`src/rtl/regfile_pkg.sv`:
```
`default_nettype none
// ============================================================================
// Module   : regfile_pkg
// Purpose  : Shared types and helpers for the multi-port register file.
// Revision : 1.0 - initial release
// ============================================================================
package regfile_pkg;

    typedef enum logic [0:0] {
        CLEAR = 1'b0,
        RUN   = 1'b1
    } state_t;

    function automatic int num_regs(input int register_bits);
        return 1 << register_bits;
    endfunction

    // Low bit index of port `port` inside a packed bus of `width`-bit fields.
    function automatic int port_lo(input int port, input int width);
        return port * width;
    endfunction

endpackage
`default_nettype wire

```
`src/rtl/regfile_if.sv`:
```
`default_nettype none
// ============================================================================
// Module   : regfile_if
// Purpose  : Read, write, reserve and status signals of the register file.
// Revision : 1.0 - initial release
// ============================================================================
interface regfile_if #(
    parameter int WIDTH         = 16,
    parameter int REGISTER_BITS = 4,
    parameter int READ_PORTS    = 2
);
    logic                                ready;
    logic [READ_PORTS*REGISTER_BITS-1:0] rd_addr;
    logic [READ_PORTS*WIDTH-1:0]         rd_data;
    logic [READ_PORTS-1:0]               rd_busy;
    logic                                wa_en;
    logic [REGISTER_BITS-1:0]            wa_addr;
    logic [WIDTH-1:0]                    wa_data;
    logic                                wb_en;
    logic [REGISTER_BITS-1:0]            wb_addr;
    logic [WIDTH-1:0]                    wb_data;
    logic                                rsv_en;
    logic [REGISTER_BITS-1:0]            rsv_addr;
    logic                                wr_conflict;

    modport master (
        input  ready, rd_data, rd_busy, wr_conflict,
        output rd_addr, wa_en, wa_addr, wa_data, wb_en, wb_addr, wb_data,
               rsv_en, rsv_addr
    );

    modport slave (
        output ready, rd_data, rd_busy, wr_conflict,
        input  rd_addr, wa_en, wa_addr, wa_data, wb_en, wb_addr, wb_data,
               rsv_en, rsv_addr
    );
endinterface
`default_nettype wire

```
`src/rtl/regfile_scoreboard.sv`:
```
`default_nettype none
// ============================================================================
// Module   : regfile_scoreboard
// Purpose  : Per-register busy bits for in-flight producers, with read lookups.
// Revision : 1.0 - initial release
// ============================================================================
module regfile_scoreboard
    import regfile_pkg::*;
#(
    parameter int REGISTER_BITS = 4,
    parameter int READ_PORTS    = 2
) (
    input  wire logic                                clock,
    input  wire logic                                reset,
    input  wire logic                                clear,
    input  wire logic                                rsv_en,
    input  wire logic [REGISTER_BITS-1:0]            rsv_addr,
    input  wire logic                                clr_a_en,
    input  wire logic [REGISTER_BITS-1:0]            clr_a_addr,
    input  wire logic                                clr_b_en,
    input  wire logic [REGISTER_BITS-1:0]            clr_b_addr,
    input  wire logic [READ_PORTS*REGISTER_BITS-1:0] rd_addr,
    output logic      [READ_PORTS-1:0]               rd_busy
);
    localparam int c_NUM_REGS = num_regs(REGISTER_BITS);

    logic [c_NUM_REGS-1:0] r_busy;
    logic [c_NUM_REGS-1:0] w_busy_next;

    // Reserve is applied last so a new producer outranks a retiring write.
    always_comb begin
        w_busy_next = r_busy;
        if (clr_a_en) w_busy_next[clr_a_addr] = 1'b0;
        if (clr_b_en) w_busy_next[clr_b_addr] = 1'b0;
        if (rsv_en)   w_busy_next[rsv_addr]   = 1'b1;
    end

    always_ff @(posedge clock) begin
        if (!reset || clear) begin
            r_busy <= '0;
        end else begin
            r_busy <= w_busy_next;
        end
    end

    for (genvar k = 0; k < READ_PORTS; k++) begin : g_lookup
        localparam int c_AL = port_lo(k, REGISTER_BITS);
        assign rd_busy[k] = r_busy[rd_addr[c_AL +: REGISTER_BITS]];
    end

endmodule
`default_nettype wire

```
`src/rtl/regfile_mp.sv`:
```
`default_nettype none
// ============================================================================
// Module   : regfile_mp
// Purpose  : Multi-port register file with write arbitration, bypass and clear sweep.
// Revision : 1.0 - initial release
// ============================================================================
module regfile_mp
    import regfile_pkg::*;
#(
    parameter int WIDTH         = 16,
    parameter int REGISTER_BITS = 4,
    parameter int READ_PORTS    = 2,
    parameter int ZERO_REG      = 1,
    parameter int BYPASS        = 1
) (
    input wire logic clock,
    input wire logic reset,
    regfile_if.slave rf
);
    localparam int c_NUM_REGS = num_regs(REGISTER_BITS);

    state_t                   r_state;
    state_t                   w_state_next;
    logic [REGISTER_BITS-1:0] r_clr_idx;
    logic [WIDTH-1:0]         r_mem [c_NUM_REGS];
    logic                     r_wr_conflict;
    logic                     w_ready;
    logic                     w_run;
    logic                     w_clearing;
    logic                     w_wa_ok;
    logic                     w_wb_ok;
    logic                     w_rsv_ok;
    logic                     w_same_addr;
    logic [READ_PORTS-1:0]    w_sb_busy;

    always_ff @(posedge clock) begin
        if (!reset) begin
            r_state   <= CLEAR;
            r_clr_idx <= '0;
        end else begin
            r_state <= w_state_next;
            if (r_state == CLEAR) r_clr_idx <= r_clr_idx + 1'b1;
        end
    end

    always_comb begin
        w_state_next = r_state;
        w_ready      = 1'b0;
        case (r_state)
            CLEAR:   if (r_clr_idx == {REGISTER_BITS{1'b1}}) w_state_next = RUN;
            RUN:     w_ready = 1'b1;
            default: w_state_next = CLEAR;
        endcase
    end

    assign w_run       = (r_state == RUN);
    assign w_clearing  = !w_run;
    assign w_wa_ok     = w_run && rf.wa_en && !((ZERO_REG != 0) && (rf.wa_addr == '0));
    assign w_wb_ok     = w_run && rf.wb_en && !((ZERO_REG != 0) && (rf.wb_addr == '0));
    assign w_rsv_ok    = w_run && rf.rsv_en && !((ZERO_REG != 0) && (rf.rsv_addr == '0));
    assign w_same_addr = (rf.wa_addr == rf.wb_addr);

    // Port B (load) takes the slot when both ports target the same register.
    always_ff @(posedge clock) begin
        if (r_state == CLEAR) begin
            r_mem[r_clr_idx] <= '0;
        end else begin
            if (w_wa_ok && !(w_wb_ok && w_same_addr)) r_mem[rf.wa_addr] <= rf.wa_data;
            if (w_wb_ok)                              r_mem[rf.wb_addr] <= rf.wb_data;
        end
    end

    always_ff @(posedge clock) begin
        if (!reset) begin
            r_wr_conflict <= 1'b0;
        end else begin
            r_wr_conflict <= w_wa_ok && w_wb_ok && w_same_addr;
        end
    end

    regfile_scoreboard #(
        .REGISTER_BITS (REGISTER_BITS),
        .READ_PORTS    (READ_PORTS)
    ) u_scoreboard (
        .clock      (clock),
        .reset      (reset),
        .clear      (w_clearing),
        .rsv_en     (w_rsv_ok),
        .rsv_addr   (rf.rsv_addr),
        .clr_a_en   (w_wa_ok),
        .clr_a_addr (rf.wa_addr),
        .clr_b_en   (w_wb_ok),
        .clr_b_addr (rf.wb_addr),
        .rd_addr    (rf.rd_addr),
        .rd_busy    (w_sb_busy)
    );

    for (genvar k = 0; k < READ_PORTS; k++) begin : g_rd
        localparam int c_AL = port_lo(k, REGISTER_BITS);
        localparam int c_DL = port_lo(k, WIDTH);

        logic [REGISTER_BITS-1:0] w_addr;
        logic [WIDTH-1:0]         w_data;
        logic                     w_busy;

        assign w_addr = rf.rd_addr[c_AL +: REGISTER_BITS];

        // A forwarded value is the producer's result, so it is never busy.
        always_comb begin
            w_data = '0;
            w_busy = 1'b0;
            if (!w_run || ((ZERO_REG != 0) && (w_addr == '0))) begin
                w_data = '0;
            end else if ((BYPASS != 0) && rf.wb_en && (rf.wb_addr == w_addr)) begin
                w_data = rf.wb_data;
            end else if ((BYPASS != 0) && rf.wa_en && (rf.wa_addr == w_addr)) begin
                w_data = rf.wa_data;
            end else begin
                w_data = r_mem[w_addr];
                w_busy = w_sb_busy[k];
            end
        end

        assign rf.rd_data[c_DL +: WIDTH] = w_data;
        assign rf.rd_busy[k]             = w_busy;
    end

    assign rf.ready       = w_ready;
    assign rf.wr_conflict = r_wr_conflict;

endmodule
`default_nettype wire

```
`src/flat_wrapper.sv`:
```
// flat-port wrapper written by rule: the top's interface ports become plain ports
module regfile_mp_flat import regfile_pkg::*;
#(
    parameter int WIDTH         = 16,
    parameter int REGISTER_BITS = 4,
    parameter int READ_PORTS    = 2,
    parameter int ZERO_REG      = 1,
    parameter int BYPASS        = 1
)
  (clock, reset, rf_ready, rf_rd_data, rf_rd_busy, rf_wr_conflict, rf_rd_addr, rf_wa_en, rf_wa_addr, rf_wa_data, rf_wb_en, rf_wb_addr, rf_wb_data, rf_rsv_en, rf_rsv_addr);
  regfile_if #(.WIDTH(WIDTH), .REGISTER_BITS(REGISTER_BITS), .READ_PORTS(READ_PORTS)) rf_i ();
  input wire logic clock;
  input wire logic reset;
  output wire logic [$bits(rf_i.ready)-1:0] rf_ready;
  output wire logic [$bits(rf_i.rd_data)-1:0] rf_rd_data;
  output wire logic [$bits(rf_i.rd_busy)-1:0] rf_rd_busy;
  output wire logic [$bits(rf_i.wr_conflict)-1:0] rf_wr_conflict;
  input wire logic [$bits(rf_i.rd_addr)-1:0] rf_rd_addr;
  input wire logic [$bits(rf_i.wa_en)-1:0] rf_wa_en;
  input wire logic [$bits(rf_i.wa_addr)-1:0] rf_wa_addr;
  input wire logic [$bits(rf_i.wa_data)-1:0] rf_wa_data;
  input wire logic [$bits(rf_i.wb_en)-1:0] rf_wb_en;
  input wire logic [$bits(rf_i.wb_addr)-1:0] rf_wb_addr;
  input wire logic [$bits(rf_i.wb_data)-1:0] rf_wb_data;
  input wire logic [$bits(rf_i.rsv_en)-1:0] rf_rsv_en;
  input wire logic [$bits(rf_i.rsv_addr)-1:0] rf_rsv_addr;
  assign rf_ready = rf_i.ready;
  assign rf_rd_data = rf_i.rd_data;
  assign rf_rd_busy = rf_i.rd_busy;
  assign rf_wr_conflict = rf_i.wr_conflict;
  assign rf_i.rd_addr = rf_rd_addr;
  assign rf_i.wa_en = rf_wa_en;
  assign rf_i.wa_addr = rf_wa_addr;
  assign rf_i.wa_data = rf_wa_data;
  assign rf_i.wb_en = rf_wb_en;
  assign rf_i.wb_addr = rf_wb_addr;
  assign rf_i.wb_data = rf_wb_data;
  assign rf_i.rsv_en = rf_rsv_en;
  assign rf_i.rsv_addr = rf_rsv_addr;
  regfile_mp #(.WIDTH(WIDTH), .REGISTER_BITS(REGISTER_BITS), .READ_PORTS(READ_PORTS), .ZERO_REG(ZERO_REG), .BYPASS(BYPASS)) u_core (.clock(clock), .reset(reset), .rf(rf_i));
endmodule
```
`config.mk`:
```
export PLATFORM = sky130hd
export DESIGN_NAME = regfile_mp_flat
export DESIGN_NICKNAME = d
export VERILOG_FILES = /design/src/rtl/regfile_pkg.sv /design/src/rtl/regfile_if.sv /design/src/rtl/regfile_scoreboard.sv /design/src/rtl/regfile_mp.sv /design/src/flat_wrapper.sv
export SDC_FILE = /design/constraint.sdc
export NUM_CORES = 1
export LEC_CHECK = 0
export BUFFER_PORTS_ARGS = -buffer_cell sky130_fd_sc_hd__buf_2
export CELL_PAD_IN_SITES_DETAIL_PLACEMENT = 0
export CELL_PAD_IN_SITES_GLOBAL_PLACEMENT = 1
export CORE_MARGIN = 10
export CORE_UTILIZATION = 30
export DETAILED_ROUTE_END_ITERATION = 7
export PLACE_DENSITY = 0.61
export SYNTH_ARGS = -nofsm -noshare
export SYNTH_HDL_FRONTEND = slang
export SYNTH_SLANG_ARGS = --single-unit
export TNS_END_PERCENT = 20
```
`constraint.sdc`:
```
create_clock -name clock -period 2.8 [get_ports clock]
set_clock_uncertainty 0.05 [all_clocks]
set_input_delay 0 -clock clock [delete_from_list [all_inputs] [get_ports clock]]
set_output_delay 0 -clock clock [all_outputs]
set_load 0.02 [all_outputs]
```
# After elaboration in Yosys (flattened, before gate mapping)
# Memory sizes are Yosys's and may differ from the RTL's.
# Index checks and enable logic that the tools add are counted.
# word_totals
n_memories	1
mem_bits_rw	256
regBits	22
output_inout_bits	36
in_bits	57
elab_cells	95
# op_classes
n_reduce_logical	32
eq_ne	6
muxes	38
add_sub_neg	1
order_cmp	8
bitwise_logic	5
# memory_table
name	depth	word_bits	read_ports	rd_clocked_by_memory_dff	wr	line	source
u_core.r_mem	16	16	2	0	2	regfile_mp.sv:25	logic [WIDTH-1:0] r_mem [c_NUM_REGS];
# op_table
op	n
$mux 16	10
$and 16x16->16	2
$not 16->16	2
$lt 4x5->1 const B	5
$mux 1	22
$eq 4x4->1	5
$logic_not 4->1	5
$logic_and 1x1->1	17
$or 16x16->16	1
$reduce_or 16->1	1
$demux 1 s4	3
$ge 4x1->1 const B	3
$bmux 1 s4	2
$logic_not 1->1	6
$add 4x1->4 const B	1
$eq 4x4->1 const B	1
$mux 4	1
$logic_or 1x1->1	3

# Longest topological paths before layout
# Gate-level depths: netlist of the first run.
# logic_depth
ltp_word	11
ltp_mapped	8
mapped_depth_nobuf	5

# Modules after synthesis
# From an unflattened synthesis of the first run, not the netlist that was laid out.
# hier_totals
cells_unflattened	1550
hier_area_um2	17246.5
# by_module_without_submodules
mod	seq_area_each_um2	instances	cells_per_inst	area_each_um2
regfile_mp	7807.5	1	1442	16165.5
regfile_scoreboard	320.3	1	108	1081.0

# Worst setup path before layout of the first run
# Ideal clock, no wire load.
# synth_timing
kind	register to register
start	reg u_core.r_state
end	mem u_core.r_mem[1][0], enable pin
stages_incl_launch_ff	6
t_required_ps	2339
period_less_slack_ps	2967
slack_ps	-167
t_arrival_ps	2506
path_cell_list	dfxtp_1 > buf_2 > nand2_1 > nor4_1 > nor2_1 > o21ai_0
# synth_lines
element	line	source
start, declared	regfile_mp.sv:22	state_t r_state;
start signal, assigned	regfile_mp.sv:41	r_state <= w_state_next;
end, declared	regfile_mp.sv:25	

==> results.env, run 1 <==
GLOBALROUTE.TOTALOVERFLOW=0
LAYOUT.FILLER_CELLS=5423
GP_CONGESTION=0.862
GRT_ANTENNA_BEFORE_REPAIR=1
CTS_TREE='yes'
SYNTH.AVG_CELL_AREA_SQ_UM=11.3
DIE-HEIGHT_UM=256
FINALCRITICALPERIOD_NS=2.70
TIMING_HOLD_VIOLATIONS_FINAL=0
FIN_CELLS=2341
TIMING.SETUP.CRITICAL_PATH_CLASS='reg2reg'
SYNTH.LIB_CELLS_USED.DISTINCT=53
SYNTH_SEQ_CELLS=278
CLOCK_LATENCY_NS=0.59
YS_TOP_CELLS_BY_COUNT='sky130_fd_sc_hd__nand2_1, sky130_fd_sc_hd__edfxtp_1, sky130_fd_sc_hd__o21ai_0'
DR.FIRST_ITER.DRC_COUNT=1375
HOLD_PATH.CLASS='in2reg'
WORSTPATHMAXFANOUT=16
DOMINANT_CELL_BY_COUNT_IN_THE_SYNTHESIZED_NETLIST='sky130_fd_sc_hd__nand2_1'
ROUTE.DETAILED.WL_PER_INST_UM=26.4
SYNTH_SEQUENTIAL_AREA_RATIO=0.488
STATUS='complete, no violations'
NUM_VIAS=13200
TOP_LEVEL_PORTS=93
PLACE.PORT_BUFFERS=92
FIRST_GLOBAL_VIAS=13200
SYNTH-MAIN-FF-CELL='sky130_fd_sc_hd__edfxtp_1'
DESIGN.FINAL.NETS=1627
POSTROUTEANTENNANETS=0
GRT_START_MAX_NET_PINS=66
H-TREE-DEPTH=1
DIE_OUTLINE_AREA_SQ_UM=65400
SYNTH_ENABLE_FLOP_CELLS=256
CTS_SINKS=278
YOSYS.AREA.TOP_TYPE_SHARE=0.461
FINAL_CLOCK_PERIOD_UTILIZATION_BY_THE_WORST_PATH=0.965
CLOCK-ROOT-BUFFER='sky130_fd_sc_hd__clkbuf_16'
VDD_DROP_MAX_V=0.000405
MAX_FREQ_MHz=370
INITIAL_CORE_UTIL=0.303
MAXCAPVIOLCOUNT=0
SETUP_SLACK_NS=0.0987
DRIVE_GT1_FRAC=0.265
POWER.LEAKAGE_nW=6.95
SLEW_HEADROOM=0.537
VIA_PER_INST=5.63
TIMING.CRITICAL_PATH.FROM_TYPE='register'
TRACK_USAGE=0.184
PWR_DENSITY_CELL_nW_PER_UM2=497
YS_WARN_COUNT=0
TIMING.HOLD.WORST_PATH_DEPTH=3
SETUP_REPAIR_AFTER_GLOBAL_ROUTING_MISSED_ITS_MARGIN='no'
TIMING_MAX_TRANSITION_VIOLATIONS_FINAL=0
SYNTHESIS.INSTANCES=1474
CLOCK_TREE.BUFFER_DEPTH=3
TRITONCTS.NUM_BUFFERS=30
FIRST_PASS_ITERS=5
SETUP_VIOLATIONS=0
ANTENNA_CELLS=0
POSTLAYOUTCOREUTIL=0.360
MULTI_INPUT_AREA_SQ_UM=7860
LAYOUT.AREA.SEQ_SQ_UM=8130
POST-ROUTE-DRC-COUNT=0
YOSYSTOPAREACELL='sky130_fd_sc_hd__edfxtp_1'
PLACE.DETAILED.HPWL_UM=41000
TIGHTEST_SLEW_NS=0.692
NET_COUNT_AFTER_SYNTHESIS=1532
CP-END-KIND='register'
PLACE_WS_NS=0.408
REG2REG_DEPTH=7
CRIT_REQUIRED_NS=3.10
SYN_AREA_SQ_UM=16700
ASYNC_RESET_FF_FRAC=0
CP.ARRIVAL_NS=3.00
AREAGROWTHSYNTHTOFINISH_PCT=18.9
PLACEMENTROWS=86
PLACEDCELLCOUNT=2234
FP.COREAREA_SQ_UM=55100
GRT_PASS1_WL_UM=90700
FP.DIEW_UM=256
CTS.CLK_SLEW.WORST_PATHS_NS=0.07
DETAIL_ROUTE.WIRELENGTH_UM=61900
SYNTH_TOP_CELLS_BY_AREA='sky130_fd_sc_hd__edfxtp_1, sky130_fd_sc_hd__mux4_2, sky130_fd_sc_hd__nand2_1'
==> logic make-up after synthesis <==
kind of cell / after synthesis / synth area share
mux: 146 / 0.191
compound gates: 417 / 0.151
flops: 278 / 0.488
xor+xnor: 22 / 0.0116
buf+inv: 202 / 0.0515
fa+ha+maj: 1 / 0.000750
simple gates: 408 / 0.106
==> repair_timing <==
action                                 4_1_cts  5_1_grt
endpoints found under the hold margin      275        0
resized for setup                            0        7
setup endpoints to repair                    0        7
buffers inserted                             0        2
hold buffers                                49        0
==> final cells by class <==
type | instances | share of cell area
Clock buffer | 36 | 0.0400
Inverter | 33 | 0.00625
Multi-Input combinational cell | 994 | 0.396
Sequential cell | 278 | 0.410
Clock inverter | 20 | 0.0118
Tap cell | 748 | 0.0472
Timing Repair Buffer | 232 | 0.0886
==> state kept, by name (all words and copies together), names as in the netlist <==
| name | flops |
|---|---|
| u_core.r_clr_idx | 4 |
| u_core.r_mem | 256 |
| u_core.r_state | 1 |
| u_core.rf.wr_conflict | 1 |
| u_core.u_scoreboard.r_busy | 16 |
==> report_power, final <==
part           leakage [nW]  internal [mW]  switching, mW
sequential             2.66           4.56         0.0414
combinational          3.79          0.435          0.611
clock                 0.502           2.40           1.80
==> worst max-delay path: stages, from the launching register on <==
cell and delay [ns]:
sky130_fd_sc_hd__dfxtp_1 0.51, sky130_fd_sc_hd__nand2_2 0.20, sky130_fd_sc_hd__nor4_2 0.37, sky130_fd_sc_hd__a21oi_2 0.10, sky130_fd_sc_hd__buf_4 0.28, sky130_fd_sc_hd__nand2_4 0.28
sky130_fd_sc_hd__o21ai_1 0.10, sky130_fd_sc_hd__dlygate4sd3_1 0.56
==> metal layers <==
layer	up-vias	track usage	wire, um
li1	5792	-	-
met1	6620	0.225	23800
met2	653	0.319	30900
met3	124	0.0290	4830
met4	0	0.0737	2340
met5	-	0	0
==> worst paths after layout <==
kind                                               startpoint                       endpoint  slack (ns)
worst max-delay path                           u_core.r_state            u_core.r_mem[8][12]         0.1
worst min-delay path                            rf_wa_data[0]             u_core.r_mem[0][0]        0.02
worst max register to register                 u_core.r_state            u_core.r_mem[8][12]         0.1
worst min register to register  u_core.u_scoreboard.r_busy[0]  u_core.u_scoreboard.r_busy[0]        0.47
==> layout by cell type, fill, tap and decap left out, types with 6 or more instances in the layout <==
cell / instances
sky130_fd_sc_hd__and2_1: 8
sky130_fd_sc_hd__nor3_1: 8
sky130_fd_sc_hd__nor2b_1: 15
sky130_fd_sc_hd__buf_4: 86
sky130_fd_sc_hd__clkinv_2: 8
sky130_fd_sc_hd__mux4_2: 138
sky130_fd_sc_hd__a32oi_1: 6
sky130_fd_sc_hd__buf_12: 9
sky130_fd_sc_hd__nand2_1: 266
sky130_fd_sc_hd__buf_2: 88
sky130_fd_sc_hd__a221oi_1: 32
sky130_fd_sc_hd__nor2_2: 9
sky130_fd_sc_hd__a21oi_1: 9
sky130_fd_sc_hd__dfxtp_1: 22
sky130_fd_sc_hd__clkbuf_16: 30
sky130_fd_sc_hd__xnor2_1: 7
sky130_fd_sc_hd__a22o_1: 60
sky130_fd_sc_hd__o21ai_0: 186
sky130_fd_sc_hd__edfxtp_1: 256
sky130_fd_sc_hd__nand2_4: 6
sky130_fd_sc_hd__xor2_1: 15
sky130_fd_sc_hd__o22ai_2: 7
sky130_fd_sc_hd__nand2b_1: 7
sky130_fd_sc_hd__inv_1: 33
sky130_fd_sc_hd__nand3_1: 7
sky130_fd_sc_hd__o21ai_1: 94
sky130_fd_sc_hd__mux2i_1: 6
sky130_fd_sc_hd__nor2_1: 48
sky130_fd_sc_hd__dlygate4sd3_1: 49
==> stage by stage <==
step / hold slack [ns] / power [mW] / setup TNS, ns / area, sq um
6_report: 0.0191 / 9.85 / 0 / 19800
5_1_grt: 0.0464 / 10.1 / 0 / 19800
4_1_cts: 0.00190 / 9.90 / 0 / 19800
3_5_place_dp: 0.282 / 5.70 / 0 / 18300
3_3_place_gp: 0.281 / 5.68 / 0 / 18300
2_1_floorplan: 0.0638 / 5.30 / -5.86 / 16700
Note: power is estimated with default switching activity, not from simulation.
==> inputs of run 2 (changes only) <==
--- a/config.mk
+++ b/config.mk
@@ -9,9 +9,9 @@
 export CELL_PAD_IN_SITES_DETAIL_PLACEMENT = 0
 export CELL_PAD_IN_SITES_GLOBAL_PLACEMENT = 1
 export CORE_MARGIN = 10
-export CORE_UTILIZATION = 30
+export CORE_UTILIZATION = 35
 export DETAILED_ROUTE_END_ITERATION = 7
-export PLACE_DENSITY = 0.61
+export PLACE_DENSITY = 0.68
 export SYNTH_ARGS = -nofsm -noshare
 export SYNTH_HDL_FRONTEND = slang
 export SYNTH_SLANG_ARGS = --single-unit
==> run 2 against run 1 <==
Power shrank 3.8%. Cell area shrank 2.3%. Non-clock buffer count shrank 13. Clock power shrank 8.1%. Combinational power shrank 4%. Global-route usage grew 2.2 points. First-iteration DRC count grew 1.6%. Critical endpoint is now rf_rd_data[14]. Largest power group unchanged.
==> results.env, run 2 (same netlist as run 1, synthesis figures left out) <==
STATUS='complete, no violations'
POSTROUTEANTENNANETS=0  # unchanged
SETUP_VIOLATIONS=0  # unchanged
POSTCTSSETUPREPAIRBUFS=0  # unchanged
WORSTPATHMAXFANOUT=2  # -14
SLEW_HEADROOM=0.166  # -0.371
H-TREE-DEPTH=1  # unchanged
HIGHEST_COUNT_CELLS_IN_THE_LAYOUT_IGNORING_FILL_AND_TAPS='sky130_fd_sc_hd__nand2_1, sky130_fd_sc_hd__edfxtp_1, sky130_fd_sc_hd__o21ai_0, sky130_fd_sc_hd__mux4_2, sky130_fd_sc_hd__o21ai_1'
FINALCRITICALPERIOD_NS=2.78  # +0.0762 ns
FP.DIEW_UM=238  # -6.8%
CLOCK_LATENCY_NS=0.59  # about the same
TIMING.SETUP.CRITICAL_PATH_CLASS='reg2out'
CRITICAL-PATH-MAX-STAGE-DELAY_NS=0.62  # +0.06 ns
LARGEST_REGISTER_FFS=256  # unchanged
POSTLAYOUTCOREUTIL=0.414  # +0.0537
TIMING_HOLD_VIOLATIONS_FINAL=0  # unchanged
MOSTFREQUENTLAYOUTCELL='sky130_fd_sc_hd__nand2_1'
CRITPATHSLOWESTCELL='sky130_fd_sc_hd__o21ai_0'
ANTENNA_CELLS=0  # unchanged
HOLD_PATH.CLASS='in2reg'
PLACE.PORT_BUFFERS=92  # unchanged
PWR_DENSITY_CELL_nW_PER_UM2=489  # -1.5%
NUM_VIAS=13100  # -0.36%
CTS.CLK_SLEW.WORST_PATHS_NS=0.06  # about the same
GP_CONGESTION=0.823  # -4.6%
TRACK_USAGE=0.206  # +0.0219
FP.COREAREA_SQ_UM=46900  # -15%
CLOCK-ROOT-BUFFER='sky130_fd_sc_hd__clkbuf_16'
FINAL_DESIGN_AREA_NO_FILL_SQ_UM=19400  # -2.3%
PLACEMENTROWS=79  # -8.1%
MAX_FREQ_MHz=360  # -2.7%
TIMING.CRITICAL_PATH.FROM_TYPE='register'
LAYOUT.FILLER_CELLS=4367  # -19%
CP.ARRIVAL_NS=2.73  # -0.27 ns
CP-END-KIND='primary output'
PLACE.DETAILED.HPWL_UM=38500  # -6.1%
MULTI_INPUT_AREA_SQ_UM=7840  # -0.25%
DR.FIRST_ITER.DRC_COUNT=1397  # +1.6%
PLACEDCELLCOUNT=2084  # -6.7%
VDD_DROP_MAX_V=0.000517  # +28%
ROUTE.DETAILED.WL_PER_INST_UM=27.4  # +3.6%
FIN_CELLS=2182  # -6.8%
MAX_FLOP_REGISTER='u_core.r_mem'
LAYOUT.AREA.SEQ_SQ_UM=8130  # unchanged
MAXCAPVIOLCOUNT=0  # unchanged
CTS_SINKS=278  # unchanged
GRT_ANTENNA_BEFORE_REPAIR=0  # -1
GRT_PASS1_WL_UM=87300  # -3.7%
FIRST_PASS_ITERS=7  # +2
TRITONCTS.NUM_BUFFERS=30  # unchanged
TIMING_MAX_TRANSITION_VIOLATIONS_FINAL=0  # unchanged
DESIGN.FINAL.NETS=1614  # -0.80%
FINAL_CLOCK_PERIOD_UTILIZATION_BY_THE_WORST_PATH=0.992  # +0.0272
INITIAL_CORE_UTIL=0.356  # +0.0532
POWER.LEAKAGE_nW=6.75  # -2.9%
FIRST_GLOBAL_VIAS=13000  # -2.1%
BIGGESTREGSBYFLOPS='u_core.r_mem x256, u_core.u_scoreboard.r_busy x16, u_core.r_clr_idx x4'
TIGHTEST_SLEW_NS=1.25  # +0.555 ns
DRIVE_GT1_FRAC=0.258  # -0.00713
SETUP_REPAIR_AFTER_GLOBAL_ROUTING_MISSED_ITS_MARGIN='no'
DIE-HEIGHT_UM=238  # -6.8%
GLOBALROUTE.TOTALOVERFLOW=0  # unchanged
POST-ROUTE-DRC-COUNT=0  # unchanged
DIE_OUTLINE_AREA_SQ_UM=56800  # -13%
CRIT_REQUIRED_NS=2.75  # -0.35 ns
GRT_START_MAX_NET_PINS=66  # unchanged
DETAIL_ROUTE.WIRELENGTH_UM=59800  # -3.4%
TOP_LEVEL_PORTS=93  # unchanged
CTS_TREE='yes'
WORSTPATHCELLLIST='mux4_2 -> mux2_2 -> o21ai_0 -> a221oi_1 -> buf_2'
VIA_PER_INST=6.02  # +6.9%
CLOCK_TREE.BUFFER_DEPTH=3  # unchanged
PLACEMENT.CELL_AREA_SQ_UM=18000  # -1.6%
AREAGROWTHSYNTHTOFINISH_PCT=16.3
[run 2: changes by cell type in the layout (fill, tap and decap cells not counted), sizes merged]
cell / change
clkinv: -1
bufinv: -2
clkinvlp: +2
clkbuf: -4
dlygate4sd3: -2
buf: -11
[run 2: worst paths after layout]
check                                      from                            end  slack (ns)  depth (start not counted)
setup reg to reg                 u_core.r_state            u_core.r_mem[3][14]        0.26                          6
hold reg to reg   u_core.u_scoreboard.r_busy[0]  u_core.u_scoreboard.r_busy[0]        0.46                          1
setup / recovery           u_core.r_mem[10][14]                 rf_rd_data[14]        0.02                          5
hold / removal                    rf_wa_data[2]             u_core.r_mem[0][2]        0.02                          3
[run 2: critical path: cells and delay by family, from the launching register on]
kind            cells  cell delay (ns)
flops               1             0.39
compound gates      2             0.79
buf+inv             1             0.21
mux                 2             0.76
[run 2: where the power goes]
group          total [mW]  internal (mW)  switching [mW]
sequential           4.61           4.56          0.0406
combinational        1.01          0.417           0.593
clock                3.86           2.14            1.73
[run 2: area by class of cell]
class | count | share of cell area
Multi-Input combinational cell | 994 | 0.404
Timing Repair Buffer | 219 | 0.0828
Clock buffer | 32 | 0.0391
Sequential cell | 278 | 0.419
Tap cell | 607 | 0.0392
Inverter | 33 | 0.00639
Clock inverter | 19 | 0.00872
[run 2: timing repair]
| action | CTS | global route |
|---|---|---|
| hold endpoints to repair | 276 | 0 |
| endpoints found under the setup margin | 3 | 1 |
| resized for setup | 2 | 1 |
| hold buffers | 47 | 0 |
[run 2: layer usage]
metal / GRT usage / vias up / routed length (um)
li1: - / 5751 / -
met1: 0.254 / 6553 / 22700
met2: 0.351 / 697 / 29000
met3: 0.0334 / 140 / 5380
met4: 0.0907 / 0 / 2640
met5: 0 / - / 0
[run 2: through the flow]
stage	hold WS [ns]	power (mW)	setup WS, ns	TNS (ns)
3_3_place_gp	0.299	5.64	0.376	0
3_5_place_dp	0.306	5.65	0.347	0
6_report	0.0215	9.48	0.0225	0
2_1_floorplan	0.0638	5.30	-0.122	-5.86
4_1_cts	0.00120	9.52	0.106	0
5_1_grt	0.0588	9.72	0.0447	0
==> inputs of run 3 (changes only) <==
--- a/config.mk
+++ b/config.mk
@@ -11,7 +11,7 @@
 export CORE_MARGIN = 10
 export CORE_UTILIZATION = 35
 export DETAILED_ROUTE_END_ITERATION = 7
-export PLACE_DENSITY = 0.68
+export PLACE_DENSITY_LB_ADDON = 0.1
 export SYNTH_ARGS = -nofsm -noshare
 export SYNTH_HDL_FRONTEND = slang
 export SYNTH_SLANG_ARGS = --single-unit
==> run 3 against run 2 <==
Combinational power about the same. Maximum frequency increased by 5.4%. Register-to-register slack got worse by 0.096 ns. Critical path type is now reg2reg. Largest cell class unchanged. Highest routed layer unchanged.
==> results.env, run 3 (same netlist as run 1, synthesis figures left out) <==
NUM_VIAS=13000  # -1.2%
CLOCK-ROOT-BUFFER='sky130_fd_sc_hd__clkbuf_16'
WORST-R2R-SETUP-SLACK_NS=0.16  # -0.10 ns
TOP_LEVEL_PORTS=93  # unchanged
AREAGROWTHSYNTHTOFINISH_PCT=16.7
LARGEST_REGISTER_FFS=256  # unchanged
DIE-HEIGHT_UM=238  # unchanged
TIMING.CRITICAL_PATH.FROM_TYPE='register'
GRT_START_MAX_NET_PINS=45  # -32%
FINAL_CLOCK_PERIOD_UTILIZATION_BY_THE_WORST_PATH=0.941  # -0.0507
SETUP.WORST_PATH.END='u_core.r_mem[11][7]'
TOTAL_POWER_mW=9.87  # +4.1%
STATUS='complete, no violations'
TIMING.CRITICAL_PATH.FROM='u_core.r_state'
FIN_CELLS=2189  # +0.32%
PLACE.DETAILED.HPWL_UM=42600  # +11%
CTS_TREE='yes'
CTS.CLK_SLEW.WORST_PATHS_NS=0.06  # about the same
SWITCHING_SHARE=0.249  # -0.000334
PWR_DENSITY_CELL_nW_PER_UM2=507  # +3.6%
REG2REG_DEPTH=6  # unchanged
FIRST_PASS_ITERS=5  # -2
P_SWITCHING_mW=2.45  # +3.9%
HOLD_PATH.CLASS='in2reg'
TOP_USAGE_LAYER='met2'
VIA_PER_INST=5.93  # -1.5%
POSTROUTEANTENNANETS=0  # unchanged
MAX_FLOP_REGISTER='u_core.r_mem'
BIGGESTREGSBYFLOPS='u_core.r_mem x256, u_core.u_scoreboard.r_busy x16, u_core.r_clr_idx x4'
FP.DIEW_UM=238  # unchanged
FP.COREAREA_SQ_UM=46900  # unchanged
POST-ROUTE-DRC-COUNT=0  # unchanged
PLACEMENT.CELL_AREA_SQ_UM=18000  # +0.28%
GRT_PASS1_WL_UM=94800  # +8.5%
SLEW_HEADROOM=0.457  # +0.290
CELLINTERNALPOWER_mW=7.41  # +4.1%
ROUTE.DETAILED.WL_PER_INST_UM=29.9  # +9.3%
GRT_USE_MET1=0.304  # +0.0501
POWER.SHARE.SEQUENTIAL=0.467  # -0.019
GRT_USE_MET3=0.0371  # +0.00369
PLACEDCELLCOUNT=2088  # +0.19%
DRIVE_GT1_FRAC=0.262  # +0.00455
DIE_OUTLINE_AREA_SQ_UM=56800  # unchanged
SETUP_VIOLATIONS=0  # unchanged
WORSTPATHMAXFANOUT=16  # +14
TIMING_MAX_TRANSITION_VIOLATIONS_FINAL=0  # unchanged
DESIGN.FINAL.NETS=1615  # +0.062%
FRACTION_OF_MET2_TRACKS_USED_BY_GLOBAL_ROUTING=0.373  # +0.0215
H-TREE-DEPTH=2  # +1
TIMING.SETUP.CRITICAL_PATH_CLASS='reg2reg'
PLACE.PORT_BUFFERS=92  # unchanged
GRT_ANTENNA_BEFORE_REPAIR=0  # unchanged
DR.FIRST_ITER.DRC_COUNT=1417  # +1.4%
FIN_TNS_SETUP_NS=0  # unchanged
INITIAL_CORE_UTIL=0.356  # unchanged
VDD_DROP_MAX_V=0.000315  # -39%
MAXCAPVIOLCOUNT=0  # unchanged
MAX_FREQ_MHz=379  # +5.4%
CLOCK_POWER_SHARE=0.427  # +0.019
ANTENNA_CELLS=0  # unchanged
CTS_SINKS=278  # unchanged
PLACEMENTROWS=79  # unchanged
CRIT_REQUIRED_NS=3.12  # +0.37 ns
FIRST_GLOBAL_VIAS=12900  # -0.069%
HIGHEST_COUNT_CELLS_IN_THE_LAYOUT_IGNORING_FILL_AND_TAPS='sky130_fd_sc_hd__nand2_1, sky130_fd_sc_hd__edfxtp_1, sky130_fd_sc_hd__o21ai_0, sky130_fd_sc_hd__mux4_2, sky130_fd_sc_hd__o21ai_1'
MOSTFREQUENTLAYOUTCELL='sky130_fd_sc_hd__nand2_1'
FINAL_DESIGN_AREA_NO_FILL_SQ_UM=19500  # +0.43%
POWER.LEAKAGE_nW=6.80  # +0.67%
P_COMB_FRAC=0.105  # -0.002
TRITONCTS.NUM_BUFFERS=34  # +13%
GLOBALROUTE.TOTALOVERFLOW=0  # unchanged
SETUP_REPAIR_AFTER_GLOBAL_ROUTING_MISSED_ITS_MARGIN='yes'
CP-END-KIND='register'
DETAIL_ROUTE.WIRELENGTH_UM=65500  # +9.6%
FINALCRITICALPERIOD_NS=2.64  # -0.142 ns
END_OF_THE_WORST_REGISTER_TO_REGISTER_PATH='u_core.r_mem[11][7]'
TIMING.RR.START='u_core.r_state'
CP.ARRIVAL_NS=2.96  # +0.23 ns
TRACK_USAGE=0.229  # +0.0233
CLOCK_LATENCY_NS=0.55  # -0.04 ns
TIMING_HOLD_VIOLATIONS_FINAL=0  # unchanged
GP_CONGESTION=0.848  # +3.1%
CLOCK_TREE.BUFFER_DEPTH=3  # unchanged
TIGHTEST_SLEW_NS=0.812  # -0.436 ns
## run 3: cell count changes in the layout (fill, tap and decap cells not counted), moves of 2 or more
cell	previous run	this run
sky130_fd_sc_hd__buf_4	79	82
sky130_fd_sc_hd__nor2b_1	14	11
sky130_fd_sc_hd__dlygate4sd3_1	47	40
sky130_fd_sc_hd__clkbuf_16	30	35
sky130_fd_sc_hd__o41a_1	0	2
sky130_fd_sc_hd__nor2b_2	1	4
sky130_fd_sc_hd__clkinv_1	7	5
sky130_fd_sc_hd__clkbuf_1	2	11
sky130_fd_sc_hd__o41a_2	2	0
## run 3: per-stage QoR
stage / setup WS, ns / utilization / hold slack [ns]
finish: 0.164 / 0.415 / 0.0321
global route: -0.00362 / 0.415 / 0.0536
CTS: 0.0936 / 0.415 / 0.00172
detailed placement: 0.119 / 0.385 / 0.283
global placement: 0.300 / 0.385 / 0.280
floorplan: -0.122 / - / 0.0638
## run 3: worst max-delay path, stage by stage, from the launching register on
cell                      delay, ns
sky130_fd_sc_hd__dfxtp_1       0.49
sky130_fd_sc_hd__nand2_1       0.16
sky130_fd_sc_hd__a21o_1        0.27
sky130_fd_sc_hd__a21oi_2       0.55
sky130_fd_sc_hd__buf_4         0.37
sky130_fd_sc_hd__nand2_2       0.27
sky130_fd_sc_hd__o21ai_0       0.26
## run 3: per-layer routing
layer  wire length [um]  vias to the layer above  part of all wire
met5                  0                        -                 0
met4               2140                        0             0.033
met3               4440                      117             0.068
met2              31000                      572              0.47
met1              27900                     6523              0.43
li1                   -                     5776                 -
## run 3: layout make-up
| cell class | count | area, sq um |
|---|---|---|
| flip-flops and latches | 278 | 8130 |
| multi-input cells | 994 | 7840 |
| inverters | 33 | 124 |
| clock buffers | 47 | 931 |
| fillers | 4350 | 27400 |
| well taps | 607 | 759 |
| repair buffers | 216 | 1580 |
| clock inverters | 14 | 108 |
## run 3: power groups by stage
stage	Clock, mW	Sequential (mW)	Combinational [mW]
after global placement	0	4.70	0.986
after global routing	4.44	4.62	1.09
after CTS	4.29	4.61	1.03
after floorplan	0	4.68	0.617
after detailed placement	0	4.70	0.989
final	4.22	4.61	1.04
## run 3: repair_timing
item | in CTS | in global routing
buffers inserted | 0 | 0
setup endpoints to repair | 0 | 2
hold buffers | 40 | 0
endpoints found under the hold margin | 272 | 0
gates resized for setup | 0 | 1
## run 3: how the worst min path moves through the flow
stage	start	end	slack, ns	cells past startpoint
floorplan	reset	u_core.rf.wr_conflict	0.06	2
global placement	rf_rsv_addr[0]	u_core.u_scoreboard.r_busy[7]	0.28	3
detailed placement	rf_rsv_addr[0]	u_core.u_scoreboard.r_busy[7]	0.28	3
CTS	rf_wa_data[8]	u_core.r_mem[0][8]	0.002	3
global route	rf_wa_data[8]	u_core.r_mem[0][8]	0.05	3
finish	rf_wa_data[8]	u_core.r_mem[0][8]	0.03	3
